==> src/rtl/uart_combine_ctrl.sv <==
// uart_combine_ctrl: register-bus controller sequencing the binary/8b10b UART datapath
module uart_combine_ctrl #(
  parameter logic [19:0] BAUD_RST = 20'd434,
  parameter int TX_START_TO = 16,
  parameter int TO_W = 5
) (
  input  logic        clk,
  input  logic        rst,
  input  logic        bus_sel,
  input  logic        bus_we,
  input  logic [4:0]  bus_addr,
  input  logic [31:0] bus_wdata,
  output logic [31:0] bus_rdata,
  output logic        bus_rvalid,
  output logic        dp_data_ptr,
  output logic        dp_ctrl_ptr,
  output logic        dp_baud_ptr,
  output logic        dp_encode_ptr,
  output logic        dp_enable,
  output logic [6:0]  dp_ctrl,
  output logic [31:0] dp_data_out,
  output logic [19:0] dp_baud,
  input  logic        dp_tx_en,
  input  logic [9:0]  dp_bit_cnt,
  input  logic [31:0] dp_data_in,
  output logic        irq
);
  typedef enum logic [2:0] {IDLE, TX_LAUNCH, TX_WAIT, TX_BUSY, RX_ARM} state_t;
  state_t state, nxt;
  logic [TO_W-1:0] cnt;
  logic [7:0] tx_buf, rx_buf;
  logic ie_rx, ie_tx, rx_valid, tx_done, ovr, err, bc9_q;
  logic wr, rd, busy, a_data, a_ctrl, a_stat, a_baud, a_enc;
  logic tx_go, rx_go, abort, cap, timeout, done, bad;
  logic [4:0] w1c;
  logic [31:0] rmux;
  logic unused_bits;
  assign wr = bus_sel & bus_we;
  assign rd = bus_sel & ~bus_we;
  assign busy = state != IDLE;
  assign a_data = bus_addr == 5'h00;
  assign a_ctrl = bus_addr == 5'h08;
  assign a_stat = bus_addr == 5'h0C;
  assign a_baud = bus_addr == 5'h10;
  assign a_enc = bus_addr == 5'h14;
  assign tx_go = wr & a_ctrl & bus_wdata[0];
  assign rx_go = wr & a_ctrl & bus_wdata[1];
  assign abort = wr & a_ctrl & bus_wdata[2] & busy;
  // capture only on the rising edge of bit_cnt==9 so a long stop bit is not recaptured
  assign cap = state == RX_ARM && dp_bit_cnt == 10'd9 && !bc9_q && !abort;
  assign timeout = state == TX_WAIT && !dp_tx_en && cnt == TO_W'(TX_START_TO - 1) && !abort;
  assign done = state == TX_BUSY && !dp_tx_en && !abort;
  assign bad = (wr & busy & (a_data | a_baud | a_enc)) | (tx_go & rx_go) | ((tx_go | rx_go) & busy) | timeout;
  assign w1c = (wr & a_stat) ? bus_wdata[4:0] : 5'b0;
  assign rmux = a_data ? {24'b0, rx_buf} :
                a_ctrl ? {26'b0, ie_rx, ie_tx, 4'b0} :
                a_stat ? {27'b0, err, ovr, tx_done, rx_valid, busy} :
                a_baud ? {12'b0, dp_baud} :
                a_enc  ? {31'b0, dp_encode_ptr} : 32'b0;
  assign unused_bits = ^{dp_data_in[31:8], bus_wdata[31:20]};
  // next-state logic; abort overrides every busy state
  always_comb begin
    nxt = state;
    if (abort) nxt = IDLE;
    else case (state)
      IDLE:      nxt = tx_go ? TX_LAUNCH : rx_go ? RX_ARM : IDLE;
      TX_LAUNCH: nxt = TX_WAIT;
      TX_WAIT:   nxt = dp_tx_en ? TX_BUSY : timeout ? IDLE : TX_WAIT;
      TX_BUSY:   nxt = dp_tx_en ? TX_BUSY : IDLE;
      RX_ARM:    nxt = cap ? IDLE : RX_ARM;
      default:   nxt = IDLE;
    endcase
  end
  // state register, TX start timeout counter and bit_cnt edge history
  always_ff @(posedge clk) begin
    if (rst) begin
      state <= IDLE;
      cnt <= '0;
      bc9_q <= 1'b0;
    end else begin
      state <= nxt;
      cnt <= (state == TX_WAIT) ? cnt + 1'b1 : '0;
      bc9_q <= dp_bit_cnt == 10'd9;
    end
  end
  // datapath strobes registered from the next state so they align with it
  always_ff @(posedge clk) begin
    if (rst) begin
      dp_enable <= 1'b0;
      dp_data_ptr <= 1'b0;
      dp_ctrl <= 7'd0;
      dp_data_out <= 32'b0;
      dp_ctrl_ptr <= 1'b0;
      dp_baud_ptr <= 1'b0;
    end else begin
      dp_enable <= nxt != IDLE;
      dp_data_ptr <= nxt != IDLE;
      dp_ctrl <= nxt == RX_ARM ? 7'd2 : nxt == IDLE ? 7'd0 : 7'd1;
      dp_data_out <= (nxt == TX_LAUNCH || nxt == TX_WAIT || nxt == TX_BUSY) ? {24'b0, tx_buf} : 32'b0;
      dp_ctrl_ptr <= wr & a_ctrl;
      dp_baud_ptr <= wr & a_baud & ~busy;
    end
  end
  // configuration, buffers, sticky status, read port and interrupt
  always_ff @(posedge clk) begin
    if (rst) begin
      tx_buf <= 8'b0;
      rx_buf <= 8'b0;
      dp_baud <= BAUD_RST;
      dp_encode_ptr <= 1'b0;
      ie_rx <= 1'b0;
      ie_tx <= 1'b0;
      rx_valid <= 1'b0;
      tx_done <= 1'b0;
      ovr <= 1'b0;
      err <= 1'b0;
      bus_rdata <= 32'b0;
      bus_rvalid <= 1'b0;
      irq <= 1'b0;
    end else begin
      if (wr & a_data & ~busy) tx_buf <= bus_wdata[7:0];
      if (wr & a_baud & ~busy) dp_baud <= bus_wdata[19:0];
      if (wr & a_enc & ~busy) dp_encode_ptr <= bus_wdata[0];
      if (wr & a_ctrl) {ie_rx, ie_tx} <= bus_wdata[5:4];
      if (cap) rx_buf <= dp_data_in[7:0];
      rx_valid <= cap | (rx_valid & ~(rd & a_data) & ~w1c[1]);
      tx_done <= done | (tx_done & ~w1c[2]);
      ovr <= (cap & rx_valid) | (ovr & ~w1c[3]);
      err <= bad | (err & ~w1c[4]);
      bus_rdata <= rd ? rmux : 32'b0;
      bus_rvalid <= rd;
      irq <= (tx_done & ie_tx) | (rx_valid & ie_rx) | err;
    end
  end
endmodule
==> config.mk <==
export PLATFORM = sky130hd
export DESIGN_NAME = uart_combine_ctrl
export DESIGN_NICKNAME = d
export VERILOG_FILES = /design/src/rtl/uart_combine_ctrl.sv
export SDC_FILE = /design/constraint.sdc
export NUM_CORES = 1
export LEC_CHECK = 0
export BUFFER_PORTS_ARGS = -buffer_cell sky130_fd_sc_hd__buf_2
export CORE_UTILIZATION = 30
export DETAILED_ROUTE_END_ITERATION = 10
export HOLD_SLACK_MARGIN = 0.05
export SLEW_MARGIN = 20
export SYNTH_ARGS = -nofsm -noshare
export SYNTH_HDL_FRONTEND = slang
export SYNTH_SLANG_ARGS = --single-unit
==> constraint.sdc <==
create_clock -name clk -period 1.9 [get_ports clk]
set_input_delay 0.095 -clock clk [delete_from_list [all_inputs] [get_ports clk]]
set_output_delay 0.095 -clock clk [all_outputs]
set_load 0.1 [all_outputs]
== Word-level counts from Yosys, hierarchy flattened ==
Cells that the tools add are included.
Word-level totals
  register bits: 128
  output and inout port bits: 98
  logic and storage cells: 129
Operators by class
  add/subtract/negate cells: 1
  equal/unequal tests: 14
  multiplexer cells: 16
  bitwise gates (word level): 49
  reduce and logical (&&, ||, !) cells: 24
Operators by type and width (number)
  $and 1x1->1: 27
  $mux 8: 3
  $mux 20: 1
  $eq 5x4->1 const B: 3
  $pmux 3 s5: 1
  $eq 3x2->1 const B: 4
  $mux 3: 4
  $or 1x1->1: 12
  $eq 10x4->1 const B: 1
  $eq 5x5->1 const B: 2
  $not 1->1: 10
  $logic_and 1x1->1: 8
  $mux 2: 4
  $reduce_or 2->1: 4
  $eq 3x1->1 const B: 2
  $eq 3x3->1 const B: 2
  $logic_not 3->1: 2
  $reduce_bool 3->1: 2
  $reduce_or 6->1: 1
  $add 5x1->5 const B: 1
  $logic_not 5->1: 1
  $mux 5: 1
  $reduce_or 5->1: 1
  $logic_not 1->1: 3
  2 further kinds: 4

== Depth between registers and ports, before layout ==
  word-level depth: 15
  mapped depth: 8

== Worst setup path before layout ==
No wires, ideal clock.
  kind: reg2reg
  from: register state[2]
  to: register dp_baud[1]
  arrival: 1646 ps
  setup slack: 125 ps
  cell stages (with the launch flop): 7
  period minus slack after synthesis: 1775 ps
  cell sequence: dfxtp_1 or3_1 buf_2 or4_4 buf_6 nand2_2 o211ai_2
Between the ends
  word-level cells in the longest chain between the ends: 3
RTL lines
  start, declared: line 29  | state_t state, nxt;
  start signal, assigned: line 81  | state <= nxt;
  $reduce_bool 3->1: line 40  | assign busy = state != IDLE;
  $not 1->1: line 122  | if (wr & a_baud & ~busy) dp_baud <= bus_wdata[19:0];
  $and 1x1->1: line 122
  end signal, assigned: line 122
  end, declared: line 22  | output logic [19:0] dp_baud,
No other way between the ends.
A chain may end at the register's enable or synchronous reset.

== Worst setup path after layout ==
  from: register state[1]
  to: register tx_buf[0]
Between the ends
  word-level cells in the longest chain between the ends: 3
RTL lines
  $reduce_bool 3->1: line 40
  $not 1->1: line 121  | if (wr & a_data & ~busy) tx_buf <= bus_wdata[7:0];
  $and 1x1->1: line 121
  end signal, assigned: line 121
  end, declared: line 31  | logic [7:0] tx_buf, rx_buf;
No other way between the ends.

==> metrics.yaml <==
die:
  initial_core_util_pct: 30.8
  die_w_um: 113
  coreArea_mm2: 0.0120
  chipHeight_um: 113
  io_pins: 182
  die_area_mm2: 0.0127
  num_rows: 40
pwr:
  finalPower_mw: 4.96
  clkPwrFrac_pct: 38.2
  p_sw_share_pct: 33.9
  peakVddDrop_mv: 0.591
  p_leak_nw: 2.10
  power_density_mw_per_mm2: 1020
  combPwrFrac_pct: 23.5
  internal_power_mw: 3.27
  p_switching_mw: 1.68
  power_frac_seq_pct: 38.3
timing:
  rsz0062_at_grt: "no"
  max_slew.worst_pin.slew_ns: 0.567
  finalClockSkew_ns: 0.00757
  fin_crit_sh_pct: 92.1
  slew_violations: 0
  layout_min_cycle_time_ns: 1.75
  slew_headroom_pct: 62.0
  setup_tns_ns: 0
  setup_viol: 0
  fmax_mhz: 571
  hold_viol: 0
setup_path:
  cp.arrival_ns: 1.97
  crit_type: "flop to flop"
  crit_required_ns: 2.12
  start_kind: "flop"
  reg2reg_slack_ns: 0.15
  crit_path_end_kind: "flop"
  crit_path_max_fanout: 8
logic_synthesis:
  synth-simple-area-share_pct: 23.3
  synth_top_family_by_area: "simple AND/OR/NAND/NOR gates"
  yosys.area_share.adder_pct: 0.680
  ys_seq_area_share_pct: 47.3
  synth-main-ff-cell: "dfxtp_1"
  synth_xor_area_share_pct: 0.476
  yosysWarnings: 0
  yosysUniqueCellTypes: 55
  syn_inst: 410
  synth_compound_area_share_pct: 11.8
  synth_edf_count: 0
  syn-cell-area_mm2: 0.00368
  synth_area_per_cell_um2: 8.98
  synth_seq_cells: 87
  async_flop_share_pct: 0
  synthMuxAreaShare_pct: 3.91
min_path:
  min_path_type: "input pin to flop"
clocking:
  clock_path_buffers: 2
  clkTransAtPathRegs_ns: 0.07
  clkLatencyLatePin_ns: 0.34
  cts_root_buf: "clkbuf_16"
  clkSinkCount: 87
  htree_levels: 3
  postCtsSetupBuffers: 0
  cts_tree: "built"
  cts_buffers: 9
finish:
  fillers: 1170
  final_common_cell: "buf_2"
  fin_area_mm2: 0.00485
  syn2layout_area_growth_pct: 31.7
  num_antenna_cells: 0
  final_cell_mix: "buf_2, dfxtp_1, nand2_1"
  layout.nets: 634
  multiInputGateArea_mm2: 0.00165
  regArea_mm2: 0.00174
  drive_above_1_share_pct: 27.7
  instances_no_fill: 700
detailed_routing:
  firstDrtPassIters: 6
  ant_nets: 0
  routed_wl_mm: 9.92
  vias: 3246
  drc: 0
  wl_per_cell_um: 14.2
  drtIter0Drc: 257
  vias_per_cell: 4.64
grt:
  grt_overflow: 0
  antenna_found_initial: 0
  grt_usage_pct: 15.8
  grt_pass1_vias: 3076
  grt_max_degree: 23
  grt_pass1_wl_mm: 15.5
placed_design:
  placed_area_mm2: 0.00427
  place_inst: 660
  gp_congestion: 0.867
  hpwl_mm: 7.18
  portBuffers: 104
outcome:
  outcome: "complete, no violations"
flow_run:
  max_cap_violations: 0
[sequential cells by signal, indices dropped and copies added (netlist names), 2 cells and up]
name,count
cnt,5
state,3
dp_data_out,8
dp_ctrl,2
dp_baud,20
bus_rdata,20
tx_buf,8
rx_buf,8
[Yosys cell counts, drive strengths merged, types with 3 or more instances]
cell    number  share of area [%]
dfxtp       87                 47
inv          9               0.92
a22oi        3               0.61
or3          5               0.85
clkbuf      14                1.4
mux2i       11                3.0
nand2b       6                1.0
and2        13                2.2
buf         48                 10
nand2       51                5.3
o211ai       4               0.95
nor4         6                1.4
nor3         6               0.82
nor2        34                3.5
o21ai       12                1.6
nor3b       10                2.0
mux2         3               0.92
nand3       17                2.3
a21oi       32                4.4
[worst max-delay path, stage by stage (launching register included)]
cell and delay [ns]:
dfxtp_1 0.36, or3_4 0.40, buf_4 0.17, nor4b_4 0.22, buf_4 0.24, mux2i_1 0.19
nor2_1 0.06
[worst paths after layout]
check,startpoint,to,cells past startpoint
hold reg to reg,cnt[0],cnt[0],1
hold / removal,bus_wdata[0],dp_baud[0],3
setup reg to reg,state[1],tx_buf[0],6
setup / recovery,state[1],tx_buf[0],6
[kinds of logic (layout without fill, tap and decap cells)]
family          count (synthesis)  in the layout
fa+ha+maj                       2              2
compound gates                 69             69
other cells                     1             41
mux                            14             14
flops                          87             87
simple gates                  164            164
xor+xnor                        2              2
buf+inv                        71            174
[final cells by class]
type                            instances  share of cell area, %
Inverter                                9                  0.697
Multi-Input combinational cell        292                   34.0
Tap cell                              147                   3.79
Timing Repair Buffer                  149                   18.9
Clock buffer                            9                   4.65
Clock inverter                          7                   1.96
Sequential cell                        87                   35.9
[what timing repair did]
action	4_1_cts	5_1_grt
endpoints found under the setup margin	0	8
resized for setup	0	2
hold endpoints to repair	27	0
hold buffers	24	0
[metal layers]
layer  vias up  routed length [µm]  GRT usage, %
met4         0                 176          5.87
met5         -                   0             0
met1      1488                4540          20.8
met2       142                4410          25.1
met3        17                 796          4.07
li1       1599                   -             -
[stage by stage]
stage                     utilization [%]  hold WS [ns]  setup WS, ns
after floorplan                         -         0.219         0.125
after global placement               35.7         0.305         0.113
after detailed placement             35.7         0.313         0.110
after CTS                            40.4        0.0517        0.0897
after global routing                 40.5        0.0651       0.00747
final                                40.5        0.0521         0.149
[power groups by stage]
stage	sequential [mW]	combinational (mW)	clock, mW
2_1_floorplan	2.13	0.760	0
3_3_place_gp	1.93	1.11	0
3_5_place_dp	1.94	1.11	0
4_1_cts	1.90	1.15	1.93
5_1_grt	1.90	1.22	2.01
6_report	1.90	1.16	1.89
No activity file was read; power rests on OpenSTA's default activity.
